<file path="src/rtl/issue_select_ctrl.sv">
// rtl/issue_select_ctrl.sv - age-ordered wakeup/select scheduler for the out-of-order issue queue
// Optional feature macro: ISSUE_WAKEUP_BYPASS_EN (same-cycle wakeup counts as ready for select)
module issue_select_ctrl #(
  parameter int QUEUE_SIZE = 8,
  parameter int TAG_W      = 6,
  parameter int IDX_W      = $clog2(QUEUE_SIZE)
) (
  input  logic             clk,
  input  logic             rst_n,
  input  logic             disp_valid,
  output logic             disp_ready,
  output logic [IDX_W-1:0] disp_slot,
  input  logic [TAG_W-1:0] disp_src1_tag,
  input  logic [TAG_W-1:0] disp_src2_tag,
  input  logic             disp_src1_rdy,
  input  logic             disp_src2_rdy,
  input  logic             wb_valid,
  input  logic [TAG_W-1:0] wb_tag,
  input  logic             ex_stall,
  input  logic             flush,
  output logic             issue_valid,
  output logic [IDX_W-1:0] issue_slot,
  output logic [IDX_W:0]   occupancy
);

  logic [QUEUE_SIZE-1:0] valid_q;
  logic [QUEUE_SIZE-1:0] rdy1_q;
  logic [QUEUE_SIZE-1:0] rdy2_q;
  logic [TAG_W-1:0]      src1_tag_q [QUEUE_SIZE];
  logic [TAG_W-1:0]      src2_tag_q [QUEUE_SIZE];
  logic [IDX_W-1:0]      rank_q     [QUEUE_SIZE];

  logic [QUEUE_SIZE-1:0] wake1;
  logic [QUEUE_SIZE-1:0] wake2;
  logic [QUEUE_SIZE-1:0] cand;
  logic                  win_found;
  logic [IDX_W-1:0]      win_slot;
  logic [IDX_W-1:0]      win_rank;
  logic                  do_issue;
  logic                  do_disp;
  logic [IDX_W-1:0]      new_rank;
  logic                  new_rdy1;
  logic                  new_rdy2;

  // Lowest-index free slot; scanning downward leaves the lowest match last.
  always_comb begin
    disp_slot = '0;
    for (int i = QUEUE_SIZE - 1; i >= 0; i--) begin
      if (!valid_q[i]) disp_slot = IDX_W'(i);
    end
    disp_ready = (occupancy != (IDX_W + 1)'(QUEUE_SIZE));
  end

  // Tag match against the broadcast, and the select candidate set.
  always_comb begin
    for (int i = 0; i < QUEUE_SIZE; i++) begin
      wake1[i] = wb_valid && (src1_tag_q[i] == wb_tag);
      wake2[i] = wb_valid && (src2_tag_q[i] == wb_tag);
`ifdef ISSUE_WAKEUP_BYPASS_EN
      cand[i]  = valid_q[i] && (rdy1_q[i] || wake1[i]) && (rdy2_q[i] || wake2[i]);
`else
      cand[i]  = valid_q[i] && rdy1_q[i] && rdy2_q[i];
`endif
    end
  end

  // Oldest-ready select: ranks of valid entries are unique, so the minimum is unambiguous.
  always_comb begin
    win_found = 1'b0;
    win_slot  = '0;
    win_rank  = '0;
    for (int i = 0; i < QUEUE_SIZE; i++) begin
      if (cand[i] && (!win_found || rank_q[i] < win_rank)) begin
        win_found = 1'b1;
        win_slot  = IDX_W'(i);
        win_rank  = rank_q[i];
      end
    end
    do_issue = win_found && !ex_stall && !flush;
    do_disp  = disp_valid && disp_ready && !flush;
    new_rank = occupancy[IDX_W-1:0] - (do_issue ? IDX_W'(1) : IDX_W'(0));
    new_rdy1 = disp_src1_rdy || (wb_valid && (wb_tag == disp_src1_tag));
    new_rdy2 = disp_src2_rdy || (wb_valid && (wb_tag == disp_src2_tag));
  end

  // Per-entry state: wakeup, issue removal with rank compaction, dispatch write.
  always_ff @(posedge clk or negedge rst_n) begin
    if (!rst_n) begin
      valid_q <= '0;
      rdy1_q  <= '0;
      rdy2_q  <= '0;
      for (int i = 0; i < QUEUE_SIZE; i++) begin
        src1_tag_q[i] <= '0;
        src2_tag_q[i] <= '0;
        rank_q[i]     <= '0;
      end
    end else if (flush) begin
      valid_q <= '0;
      rdy1_q  <= '0;
      rdy2_q  <= '0;
      for (int i = 0; i < QUEUE_SIZE; i++) begin
        rank_q[i] <= '0;
      end
    end else begin
      for (int i = 0; i < QUEUE_SIZE; i++) begin
        if (valid_q[i]) begin
          if (wake1[i]) rdy1_q[i] <= 1'b1;
          if (wake2[i]) rdy2_q[i] <= 1'b1;
          if (do_issue && win_slot == IDX_W'(i)) begin
            valid_q[i] <= 1'b0;
          end else if (do_issue && rank_q[i] > win_rank) begin
            rank_q[i] <= rank_q[i] - IDX_W'(1);
          end
        end else if (do_disp && disp_slot == IDX_W'(i)) begin
          valid_q[i]    <= 1'b1;
          src1_tag_q[i] <= disp_src1_tag;
          src2_tag_q[i] <= disp_src2_tag;
          rdy1_q[i]     <= new_rdy1;
          rdy2_q[i]     <= new_rdy2;
          rank_q[i]     <= new_rank;
        end
      end
    end
  end

  // Registered issue report and entry count.
  always_ff @(posedge clk or negedge rst_n) begin
    if (!rst_n) begin
      issue_valid <= 1'b0;
      issue_slot  <= '0;
      occupancy   <= '0;
    end else if (flush) begin
      issue_valid <= 1'b0;
      occupancy   <= '0;
    end else begin
      issue_valid <= do_issue;
      if (do_issue) issue_slot <= win_slot;
      case ({do_disp, do_issue})
        2'b10:   occupancy <= occupancy + (IDX_W + 1)'(1);
        2'b01:   occupancy <= occupancy - (IDX_W + 1)'(1);
        default: occupancy <= occupancy;
      endcase
    end
  end

endmodule

</file>
<file path="config.mk">
export PLATFORM = sky130hd
export DESIGN_NAME = issue_select_ctrl
export DESIGN_NICKNAME = d
export VERILOG_FILES = /design/src/rtl/issue_select_ctrl.sv
export SDC_FILE = /design/constraint.sdc
export NUM_CORES = 1
export LEC_CHECK = 0
export CAP_MARGIN = 20
export CORE_MARGIN = 8
export CORE_UTILIZATION = 46
export CTS_CLUSTER_SIZE = 12
export DETAILED_ROUTE_END_ITERATION = 6
export HOLD_SLACK_MARGIN = 0.06
export PLACE_DENSITY = 0.71
export SLEW_MARGIN = 5
export SYNTH_ARGS = -nofsm -noshare
export SYNTH_HDL_FRONTEND = slang
export SYNTH_SLANG_ARGS = --single-unit
</file>
<file path="constraint.sdc">
create_clock -name clk -period 13 [get_ports clk]
set_clock_uncertainty 0.05 [all_clocks]
set_input_delay 2.6 -clock clk [delete_from_list [all_inputs] [get_ports clk]]
set_output_delay 2.6 -clock clk [all_outputs]
set_load 0.02 [all_outputs]
</file>
==> flow_summary.json, run 1 <==
{
  "synth_nets": 1133,
  "area_delta_synth_final_pct": 13.8,
  "total_number_of_placement_rows": 54,
  "postSynthAreaPerCell_um2": 9.44,
  "max_freq_mhz": 81.7,
  "crit_fanout": 9,
  "antenna_found_initial": 0,
  "finalCriticalPeriod_ps": 12240,
  "actual_transition_at_the_worst_max_transition_pin_ps": 1050,
  "slew_headroom_pct": 29.4,
  "finalHoldWorstSlack_ps": 439,
  "setup_viol_count_final": 0,
  "crit_path_end_kind": "register",
  "mappedNetlistArea_um2": 10100,
  "place_hpwl_um": 19100,
  "synth-seq-cells": 152,
  "wl_per_cell_um": 20.3,
  "async_flop_share_pct": 100,
  "critPathMostFrequentCell": "ha_1",
  "tritoncts_num_sinks": 152,
  "synth-seq-area-share_pct": 37.8,
  "critical_path_buf_inv_count": 5,
  "start_util_pct": 46.5,
  "hold_class": "register to register",
  "required_time_of_the_critical_path_ps": 13270,
  "hold_viol_final": 0,
  "mostFrequentLayoutCells": "dfrtp_1 (152), nand2_1 (144), mux2_2 (72)",
  "leading_cell_type_in_the_layout_fill_and_taps_excluded": "dfrtp_1",
  "grt_max_degree": 85,
  "detailroute.via_count": 8333,
  "cts-buffers-inserted": 17,
  "placeableCoreArea_um2": 21600,
  "post-layout-total-power_mw": 1.22,
  "cts.path.max_buffers": 2,
  "post_cts_hold_buffer_count": 0,
  "drt-initial-drc-count": 636,
  "crit_slowest_cell": "a2111oi_4",
  "report.final.slew_viol_count": 0,
  "synth_edf_count": 0,
  "antenna_violating_nets_left": 0,
  "worst_r2r_startpoint": "rdy1_q[0]$_DFFE_PN0P_",
  "synth.area.top_cells": "dfrtp_1 (38%), mux2_2 (8.1%), xnor2_1 (5.8%)",
  "floorplan.die.height_um": 164,
  "finalWeightedCongestion": 0.887,
  "clk-insertion-delay-late_ps": 440,
  "cts_max_level": 4,
  "drv.max_cap_violation_count": 0,
  "clk_transition_reported_paths_ps": 70,
  "crit_family": "compound AO/OA/AOI/OAI gates",
  "first_global_vias": 8065,
  "drt-pass1-iter-count": 5,
  "worst_hold_startpoint": "src2_tag_q[7]$_DFFE_PN0P_",
  "horizontal_extent_of_the_die_um": 164,
  "netlist-cell-type-count": 85,
  "layout.filler_cells": 1982,
  "antenna_cells_inserted": 0,
  "power_density_relative_to_cell_area_nw_per_um2": 106,
  "irDropWorstVdd_mv": 0.103,
  "layout_net_count": 1152,
  "worst_setup_path_startpoint": "rdy1_q[0]$_DFFE_PN0P_",
  "crit_path_start_kind": "register",
  "cts_tree": "built",
  "fraction_of_final_layout_cells_sized_beyond_drive_strength_1_pct": 16.0,
  "power.leakage_nw": 5.03,
  "grt_util_all_layers_pct": 20.9,
  "synth-main-ff-cell": "dfrtp_1",
  "timing.setup.critical_path_class": "register to register",
  "floorplan.die_area_um2": 26900,
  "pin_count": 38,
  "synthesis.yosys.warnings": 0,
  "fin_tns_setup_ps": 0,
  "max_stage_delay_ps": 480,
  "netlist_instances": 1066,
  "synth_area_leader_cell": "dfrtp_1",
  "clock_tree.root_cell": "clkbuf_16",
  "status": "complete, no violations",
  "finalWirelength_um": 28000,
  "synth_top_area_share_pct": 37.8,
  "grt_first_pass_wirelength_um": 44200,
  "overflow": 0,
  "port_buffers": 37,
  "vias_per_inst": 6.05,
  "timing.final.crit_share_pct": 94.2,
  "worst-endpoint-arrival_ps": 12510,
  "drc": 0
}
-- synthesized netlist by cell type (4+ instances only) --
cell type / number
nor2b_1: 8
o211ai_1: 12
nand3_1: 29
a21o_1: 8
ha_1: 40
a41oi_1: 4
buf_1: 5
o21a_1: 8
a211oi_1: 18
nand2b_1: 5
a31oi_1: 14
a211o_1: 6
o22ai_1: 9
nor2_1: 54
o311a_1: 4
a311oi_1: 5
mux2i_1: 22
nor4_1: 19
nand4_1: 21
and2_1: 5
clkbuf_1: 53
nor3_1: 23
xnor2_1: 67
nand2_1: 144
or3_1: 8
xor2_1: 50
dfrtp_1: 152
a21oi_1: 39
o21ai_0: 24
inv_1: 41
and3_1: 6
o311ai_0: 4
mux2_2: 72
nor3b_1: 4
-- flip-flops by register name, indices dropped and copies added (netlist names) --
name / flops
src1_tag_q: 48
src2_tag_q: 48
rank_q: 24
rdy1_q: 8
rdy2_q: 8
valid_q: 8
occupancy: 4
issue_slot: 3
issue_valid: 1
-- logic make-up after synthesis --
| group | share of synthesized area (%) |
|---|---|
| flops | 37.8 |
| fa+ha+maj | 5.17 |
| buf+inv | 4.24 |
| simple gates | 16.8 |
| mux | 10.4 |
| compound gates | 15.4 |
| xor+xnor | 10.2 |
-- power by group --
part           internal [mW]  switching (mW)
clock                  0.298           0.232
combinational         0.0749          0.0870
sequential             0.503          0.0252
-- path summary, 6_finish.rpt --
check,to,slack (ps),cells past startpoint
worst max-delay path,rank_q[11]$_DFFE_PN0P_,760,61
worst max register to register,rank_q[11]$_DFFE_PN0P_,760,61
max in group asynchronous,occupancy[1]$_DFFE_PN0P_,9350,2
min in group asynchronous,src2_tag_q[5]$_DFFE_PN0P_,2170,1
worst min register to register,src2_tag_q[7]$_DFFE_PN0P_,440,2
worst min-delay path,src2_tag_q[7]$_DFFE_PN0P_,440,2
-- tightest hold or removal path, cell delays in order, from the launching register on --
cell     delay (ps)
dfrtp_1         360
nand2_1          50
nand2_1          50
-- layer usage --
layer	track usage (%)	routed length (um)	vias to the layer above
li1	-	-	3877
met1	26.9	12100	4154
met2	35.0	13700	257
met3	3.26	1440	45
met4	7.44	661	0
met5	0	0	-
-- per-stage QoR --
| step | utilization [%] | worst slack (ps) | instances | cell area [um^2] |
|---|---|---|---|---|
| after detailed placement | 49.2 | 160 | 1334 | 10600 |
| after floorplan | - | 890 | 1066 | 10100 |
| final | 52.9 | 758 | 1378 | 11400 |
| after global placement | 49.2 | 585 | 1334 | 10600 |
| after CTS | 52.0 | 118 | 1366 | 11200 |
| after global routing | 52.9 | -46.5 | 1378 | 11400 |
-- area by class of cell --
cell class | instances | area [um^2] | share of cell area [%]
sequential | 152 | 3800 | 33.2
clock buffer | 18 | 439 | 3.84
timing repair buffer | 65 | 581 | 5.07
tap | 280 | 350 | 3.06
multi-input combinational | 808 | 5940 | 51.9
clock inverter | 14 | 176 | 1.54
inverter | 41 | 154 | 1.34
-- timing repair --
| action | in CTS | in global routing |
|---|---|---|
| buffers inserted | 0 | 11 |
| endpoints found under the setup margin | 0 | 25 |
| resized for setup | 0 | 25 |
Note: power is estimated with default switching activity, not from simulation.
==> run 2, diff against run 1 <==
CAP_MARGIN = not set   (was 20)
CORE_ASPECT_RATIO = 0.5   (was not set)
==> run 2 against run 1 <==
Critical path depth is 3 lower. Sequential power hardly changed. Core utilization decreased by 0.053 points. Global-route usage grew 0.15 points. Worst setup slack got worse by 210 ps. Flip-flop and latch count did not move. Final area decreased by 0.26%. Worst hold slack better by 1.8 ps.
==> flow_summary.json, run 2 (synthesized netlist as in run 1, its figures left out) <==
{
  "antenna_found_initial": 0,
  "place_worst_setup_slack_ps": -295,
  "grt_util_all_layers_pct": 21.0,
  "layout.filler_cells": 1921,
  "drt-pass1-iter-count": 5,
  "fraction_of_final_layout_cells_sized_beyond_drive_strength_1_pct": 15.7,
  "critPathMostFrequentCell": "ha_1",
  "pin_count": 38,
  "drc": 0,
  "hold_class": "register to register",
  "actual_transition_at_the_worst_max_transition_pin_ps": 1230,
  "post_cts_hold_buffer_count": 0,
  "total_number_of_placement_rows": 38,
  "timing.setup.critical_path_class": "register to register",
  "worst-endpoint-arrival_ps": 12710,
  "horizontal_extent_of_the_die_um": 225,
  "reg_top3": "src1_tag_q x48, src2_tag_q x48, rank_q x24",
  "tritoncts_num_sinks": 152,
  "drt-initial-drc-count": 753,
  "cts.path.max_buffers": 2,
  "irDropWorstVdd_mv": 0.0798,
  "report.final.slew_viol_count": 0,
  "drv.max_cap_violation_count": 0,
  "crit_path_start_kind": "register",
  "status": "complete, no violations",
  "layoutNonFillerInstCount": 1391,
  "clk-insertion-delay-late_ps": 430,
  "finalWeightedCongestion": 0.939,
  "cts_tree": "built",
  "mostFrequentLayoutCells": "dfrtp_1 (152), nand2_1 (143), mux2_2 (72)",
  "leading_cell_type_in_the_layout_fill_and_taps_excluded": "dfrtp_1",
  "postLayoutSetupSlackWorst_ps": 551,
  "port_buffers": 37,
  "finalCriticalPeriod_ps": 12450,
  "crit_path_end_kind": "register",
  "hold_viol_final": 0,
  "wl_per_cell_um": 20.7,
  "power.leakage_nw": 4.97,
  "floorplan.die_area_um2": 27100,
  "required_time_of_the_critical_path_ps": 13260,
  "layout_net_count": 1146,
  "crit_slowest_cell": "a2111oi_4",
  "cts_max_level": 4,
  "max_stage_delay_ps": 480,
  "floorplan.die.height_um": 121,
  "detailroute.via_count": 8511,
  "antenna_cells_inserted": 0,
  "vias_per_inst": 6.12,
  "cts-buffers-inserted": 17,
  "crit_fanout": 9,
  "placeableCoreArea_um2": 21600,
  "place_hpwl_um": 19700,
  "max_freq_mhz": 80.3,
  "setup_viol_count_final": 0,
  "placed_cells_incl_taps": 1353,
  "grt_first_pass_wirelength_um": 45700,
  "finalCoreUtilization_pct": 52.9,
  "area_delta_synth_final_pct": 13.5,
  "antenna_violating_nets_left": 0,
  "finalWirelength_um": 28800,
  "clk_transition_reported_paths_ps": 70,
  "start_util_pct": 46.6,
  "finalHoldWorstSlack_ps": 441,
  "timing.final.crit_share_pct": 95.8,
  "overflow": 0,
  "slew_headroom_pct": 17.7,
  "first_global_vias": 8269,
  "power_density_relative_to_cell_area_nw_per_um2": 105,
  "grt_max_degree": 79,
  "clock_tree.root_cell": "clkbuf_16"
}
==> run 2: cell type report <==
| class | count | area (um^2) | share of cell area, % |
|---|---|---|---|
| multi-input cells | 808 | 5960 | 52.2 |
| flip-flops and latches | 152 | 3800 | 33.3 |
| repair buffers | 59 | 532 | 4.66 |
| clock buffers | 19 | 453 | 3.97 |
| well taps | 300 | 375 | 3.29 |
| inverters | 41 | 154 | 1.35 |
| clock inverters | 12 | 139 | 1.22 |
==> run 2: path summary, 6_finish.rpt <==
check / to / startpoint / cells after the start / slack (ps)
worst max-delay path: rank_q[11]$_DFFE_PN0P_ / rdy1_q[0]$_DFFE_PN0P_ / 58 / 550
worst min-delay path: src1_tag_q[9]$_DFFE_PN0P_ / src1_tag_q[9]$_DFFE_PN0P_ / 2 / 440
worst max register to register: rank_q[11]$_DFFE_PN0P_ / rdy1_q[0]$_DFFE_PN0P_ / 58 / 550
worst min register to register: src1_tag_q[9]$_DFFE_PN0P_ / src1_tag_q[9]$_DFFE_PN0P_ / 2 / 440
max in group asynchronous: rank_q[11]$_DFFE_PN0P_ / rst_n / 2 / 9290
min in group asynchronous: src1_tag_q[43]$_DFFE_PN0P_ / rst_n / 1 / 2130
==> run 2: metrics by stage <==
stage | setup TNS, ps | cell area (um^2) | power [mW]
4_1_cts | 0 | 11200 | 1.20
5_1_grt | -702 | 11400 | 1.24
3_3_place_gp | 0 | 10600 | 0.691
6_report | 0 | 11400 | 1.20
3_5_place_dp | -1550 | 10600 | 0.699
2_1_floorplan | 0 | 10100 | 0.642
==> run 2: what timing repair did <==
action / 4_1_cts / 5_1_grt
setup buffers: 0 / 7
setup endpoints to repair: 16 / 25
gates resized for setup: 2 / 26
hold endpoints to repair: 0 / 0
pin swaps: 0 / 5
==> run 2: layer usage <==
metal	up-vias	global-route usage, %	share of wire [%]
met5	-	0	0
met4	0	7.15	2.5
met3	61	4.57	7.1
met2	344	33.2	46
met1	4245	28.5	44
li1	3861	-	-
==> run 2: critical path: cells and delay by family, from the launching register on <==
kind | cells | cell delay [ps]
AO/OA/AOI/OAI | 26 | 5470
AND/OR/NAND/NOR | 20 | 3620
adder cells (fa/ha/maj) | 8 | 2280
multiplexers | 2 | 400
flip-flops | 1 | 390
buffers and inverters | 2 | 140
==> run 2: where the power goes <==
| part | switching, mW | leakage, nW | internal, mW |
|---|---|---|---|
| logic | 0.0882 | 2.63 | 0.0754 |
| clock network | 0.210 | 0.279 | 0.294 |
| registers | 0.0264 | 2.06 | 0.503 |
| total | 0.325 | 4.97 | 0.873 |
